===== config.mk =====
export PLATFORM = sky130hd
export DESIGN_NAME = alu_result_stage
export DESIGN_NICKNAME = d
export VERILOG_FILES = /design/src/rtl/alu_result_stage.sv
export SDC_FILE = /design/constraint.sdc
export NUM_CORES = 1
export LEC_CHECK = 0
export CORE_MARGIN = 10
export CORE_UTILIZATION = 38
export CTS_CLUSTER_DIAMETER = 40
export DETAILED_ROUTE_END_ITERATION = 12
export PLACE_DENSITY = 0.78
export SLEW_MARGIN = 30
export SYNTH_ARGS = -nofsm -noshare
export SYNTH_HDL_FRONTEND = slang
export SYNTH_SLANG_ARGS = --single-unit

===== constraint.sdc =====
create_clock -name clk -period 2.78 [get_ports clk]
set_clock_uncertainty 0.1 [all_clocks]
set_input_delay 0.834 -clock clk [delete_from_list [all_inputs] [get_ports clk]]
set_output_delay 0.834 -clock clk [all_outputs]
set_load 0.01 [all_outputs]

===== src/rtl/alu_result_stage.sv =====
// alu_result_stage: one-entry register between the ALU and writeback.
// Holds the ALU result and destination tag behind a valid/ready handshake,
// keeps the architectural NZCV flags, and evaluates ARM condition codes
// against those committed flags.
module alu_result_stage #(
  parameter int          DATA_W    = 32,
  parameter int          TAG_W     = 4,
  parameter logic [3:0]  FLAGS_RST = 4'b0000
) (
  input  logic              clk,
  input  logic              rst,
  input  logic              in_valid,
  output logic              in_ready,
  input  logic [DATA_W-1:0] alu_out,
  input  logic              alu_neg,
  input  logic              alu_zero,
  input  logic              alu_c_out,
  input  logic              alu_ovfl,
  input  logic [TAG_W-1:0]  in_rd,
  input  logic              in_wr_en,
  input  logic              in_set_nz,
  input  logic              in_set_cv,
  input  logic              flush,
  output logic              out_valid,
  input  logic              out_ready,
  output logic [DATA_W-1:0] out_data,
  output logic [TAG_W-1:0]  out_rd,
  output logic              out_wr_en,
  output logic [3:0]        flags,
  output logic              alu_c_in,
  input  logic [3:0]        cond,
  output logic              cond_pass
);

  logic accept;
  logic drain;
  logic flag_n;
  logic flag_z;
  logic flag_c;
  logic flag_v;

  // Handshake: the entry can be replaced whenever it is empty or leaving.
  always_comb begin
    in_ready = !out_valid || out_ready;
    accept   = in_valid && in_ready;
    drain    = out_valid && out_ready;
  end

  // Entry register: flush wins over accept; data is only loaded for accepts
  // that survive, so a flushed op leaves the previous payload untouched.
  always_ff @(posedge clk) begin
    if (rst) begin
      out_valid <= 1'b0;
      out_data  <= '0;
      out_rd    <= '0;
      out_wr_en <= 1'b0;
    end else begin
      if (flush) begin
        out_valid <= 1'b0;
      end else if (accept) begin
        out_valid <= 1'b1;
      end else if (drain) begin
        out_valid <= 1'b0;
      end
      if (accept && !flush) begin
        out_data  <= alu_out;
        out_rd    <= in_rd;
        out_wr_en <= in_wr_en;
      end
    end
  end

  // Flags commit in accept order, even for ops whose data is flushed.
  always_ff @(posedge clk) begin
    if (rst) begin
      flags <= FLAGS_RST;
    end else if (accept) begin
      if (in_set_nz) begin
        flags[3] <= alu_neg;
        flags[2] <= alu_zero;
      end
      if (in_set_cv) begin
        flags[1] <= alu_c_out;
        flags[0] <= alu_ovfl;
      end
    end
  end

  // Carry feedback and individual flag views from the registered flags only.
  always_comb begin
    alu_c_in = flags[1];
    flag_n   = flags[3];
    flag_z   = flags[2];
    flag_c   = flags[1];
    flag_v   = flags[0];
  end

  // ARM condition code evaluation; no bypass from flags being written now.
  always_comb begin
    cond_pass = 1'b0;
    case (cond)
      4'h0: cond_pass = flag_z;
      4'h1: cond_pass = !flag_z;
      4'h2: cond_pass = flag_c;
      4'h3: cond_pass = !flag_c;
      4'h4: cond_pass = flag_n;
      4'h5: cond_pass = !flag_n;
      4'h6: cond_pass = flag_v;
      4'h7: cond_pass = !flag_v;
      4'h8: cond_pass = flag_c && !flag_z;
      4'h9: cond_pass = !flag_c || flag_z;
      4'hA: cond_pass = (flag_n == flag_v);
      4'hB: cond_pass = (flag_n != flag_v);
      4'hC: cond_pass = !flag_z && (flag_n == flag_v);
      4'hD: cond_pass = flag_z || (flag_n != flag_v);
      4'hE: cond_pass = 1'b1;
      default: cond_pass = 1'b0;
    endcase
  end

endmodule

==> results.cfg <==
[clock_tree]
cts.clk_slew.worst_paths_ns = 0.08
clock_latency_ns = 0.29
cts_tree = done
ctsHoldBuffers = 0
cts_buffer_depth = 2
cts_root_buffer = clkbuf_8
cts_made_buffers = 5
cts.htree.levels = 2
clock-sinks = 42

[timing]
slew_viol_final = 0
hold_viol = 0
relSlewSlack_pct = 66.6
worstMarginPinSlew_ns = 0.501
fmax_ghz = 0.368
timing.setup.tns_ns = 0
setup_slack_ns = 0.0593
finalSetupViolations = 0
min_period_ns = 2.72
holdWs_ns = 0.354
min_period_over_period_pct = 97.9
rsz0062_at_grt = false

[global_routing]
grt_pass1_vias = 1662
grt_pass1_wl_um = 8690
grt_max_degree = 43
antenna_found_initial = 0
grt_usage_pct = 14.0
grt.overflow.total = 0

[route]
vias = 1728
antenna_left = 0
viasPerCell = 4.79
drt_iter0_markers = 84
wire_per_inst_um = 15.3
drcViolationCount = 0
finalWirelength_um = 5520
dr.pass1.iters = 4

[setup_path]
critPathLaunch = cond[2]
r2r_setup_slack_ns = 1.40
max_stage_delay_ns = 0.24
r2r_start = out_valid
worstPathCellList = buf_6, and3b_1, a22oi_2, mux2i_1, nand4b_1, buf_2
crit_required_ns = 1.85
r2r_end = out_data[16]
crit_fanout = 7
critPathCaptureType = output port
path_class = input port to output port
arrival_ns = 1.79
r2r_cells = 6
cp-start-kind = input port
slowest_stage = mux2i_1

[synth]
ys_ff_latch = 42
synth.cell_area_um2 = 1770
ys_seq_area_share_pct = 47.4
syn_avg_cell_area_um2 = 8.29
synthesis.instances = 214
ys_warn_count = 0
synth_cell_types = 33
syn_nets = 266

[die]
initial_core_util_pct = 39.9
die_h_um = 88.3
ioPinCount = 97
core_um2 = 4440
fp-row-count = 24
dieWidth_um = 88.3
dieArea_um2 = 7800

[place]
pre_cts_slack_ns = -0.849
dp_cells = 353
hpwl_um = 4110
numPortBuffers = 96
gp_congestion = 0.808

[min_path]
min_to = out_data[6]
worstHoldStart = out_data[6]
hold_class = flip-flop to flip-flop
hold_path_depth = 2

[cells_and_area]
nets = 360
area_growth_pct = 63.7
fin_cells = 361
postLayoutCoreUtil_pct = 65.3
num_antenna_cells = 0
drive_gt1_share_pct = 15.5

[power_and_ir_drop]
ir_drop_mv = 0.276
p_per_area_nw_per_um2 = 478
p_leak_nw = 1.08

[flow_run]
maxCapViolCount = 0

[run_status]
run_status = finished clean
==> area by class of cell <==
type | instances | area [µm²]
Multi-Input combinational cell | 152 | 850
Fill cell | 383 | 1540
Inverter | 3 | 11.3
Clock buffer | 6 | 72.6
Sequential cell | 42 | 841
Tap cell | 52 | 65.1
Timing Repair Buffer | 104 | 1030
Clock inverter | 2 | 37.5
==> through the flow <==
step | total power [mW] | area [µm²]
3_5_place_dp | 0.930 | 2790
2_1_floorplan | 0.769 | 1770
6_report | 1.39 | 2900
5_1_grt | 1.45 | 2900
3_3_place_gp | 0.927 | 2790
4_1_cts | 1.40 | 2890
==> state kept, by name, indices dropped and copies added (netlist names) <==
register,flops
out_rd,4
out_valid,1
out_data,32
flags,4
out_wr_en,1
==> metal layers <==
metal  share of wire [%]  up-vias  track usage (%)
li1                    -      888                -
met1                  40      778             15.3
met2                  50       54             24.0
met3                 8.3        8             5.24
met4                 1.9        0             5.73
met5                   0        -                0
==> cells in the mapped netlist <==
cell       n  area (µm²)
buf_1      3        11.3
nor4_1     1        6.26
a21oi_2   10        87.6
nor4b_1    2        17.5
and3b_1    2        17.5
o21ai_0    1        5.00
a211oi_1   2        15.0
clkbuf_1   9        33.8
and3_1     1        6.26
nor3b_1    2        15.0
nand3_1    2        10.0
nor2_1     5        18.8
nand4b_1   1        8.76
xor2_1     2        17.5
nor3b_4    1        18.8
nand2_2   10        62.6
a21oi_1   28         140
a21o_1     1        7.51
nand2b_1   3        18.8
a22oi_1    1        7.51
a31oi_1    2        12.5
dfxtp_1   42         841
a32o_1     1        10.0
mux2i_1    5        50.1
o21ai_1    1        5.00
xnor2_1    1        8.76
nand2_1   65         244
nor2b_1    1        6.26
buf_4      2        15.0
buf_6      3        33.8
inv_2      1        3.75
inv_1      2        7.51
nand3b_2   1        11.3
==> how the worst max path moves through the flow <==
stage / endpoint / slack (ns) / depth (start not counted)
after floorplan: cond_pass / 0.13 / 5
after global placement: cond_pass / -0.81 / 6
after detailed placement: cond_pass / -0.85 / 6
after CTS: cond_pass / 0.02 / 6
after global routing: cond_pass / 0.01 / 6
final: cond_pass / 0.06 / 6
==> kinds of logic (layout without fill, tap and decap cells) <==
| family | Yosys count | after routing | synth area share, % |
|---|---|---|---|
| AOI/OAI and AO/OA | 47 | 47 | 16.4 |
| xor gates and xnor gates | 3 | 3 | 1.48 |
| buffers and inverters | 20 | 115 | 5.92 |
| DFF | 42 | 42 | 47.4 |
| muxes | 5 | 5 | 2.82 |
| and+or+nand+nor | 97 | 97 | 26.0 |
==> worst max-delay path, delay by kind of cell <==
kind	cells	cell delay, ns
simple gates	2	0.30
buf+inv	2	0.27
mux	1	0.24
compound gates	1	0.15
==> power by group <==
group,leakage (nW),switching (mW),internal [mW]
Clock,0.0514,0.207,0.268
Combinational,0.683,0.111,0.156
Sequential,0.343,0.0165,0.629
Total,1.08,0.335,1.05
==> layout by cell type, fill, tap and decap left out, drive strengths merged, types with 3 or more instances in the layout <==
cell type	n
a21oi	38
buf	14
nor2	5
mux2i	5
nand2	75
nor3b	3
inv	3
nand2b	3
clkbuf	6
clkdlybuf4s50	89
dfxtp	42
==> timing repair <==
item,CTS,global route
pin swaps,0,5
gates cloned,0,0
setup buffers,0,0
endpoints found under the setup margin,2,1
gates resized for setup,23,9
Power figures use the tool's default switching activity.
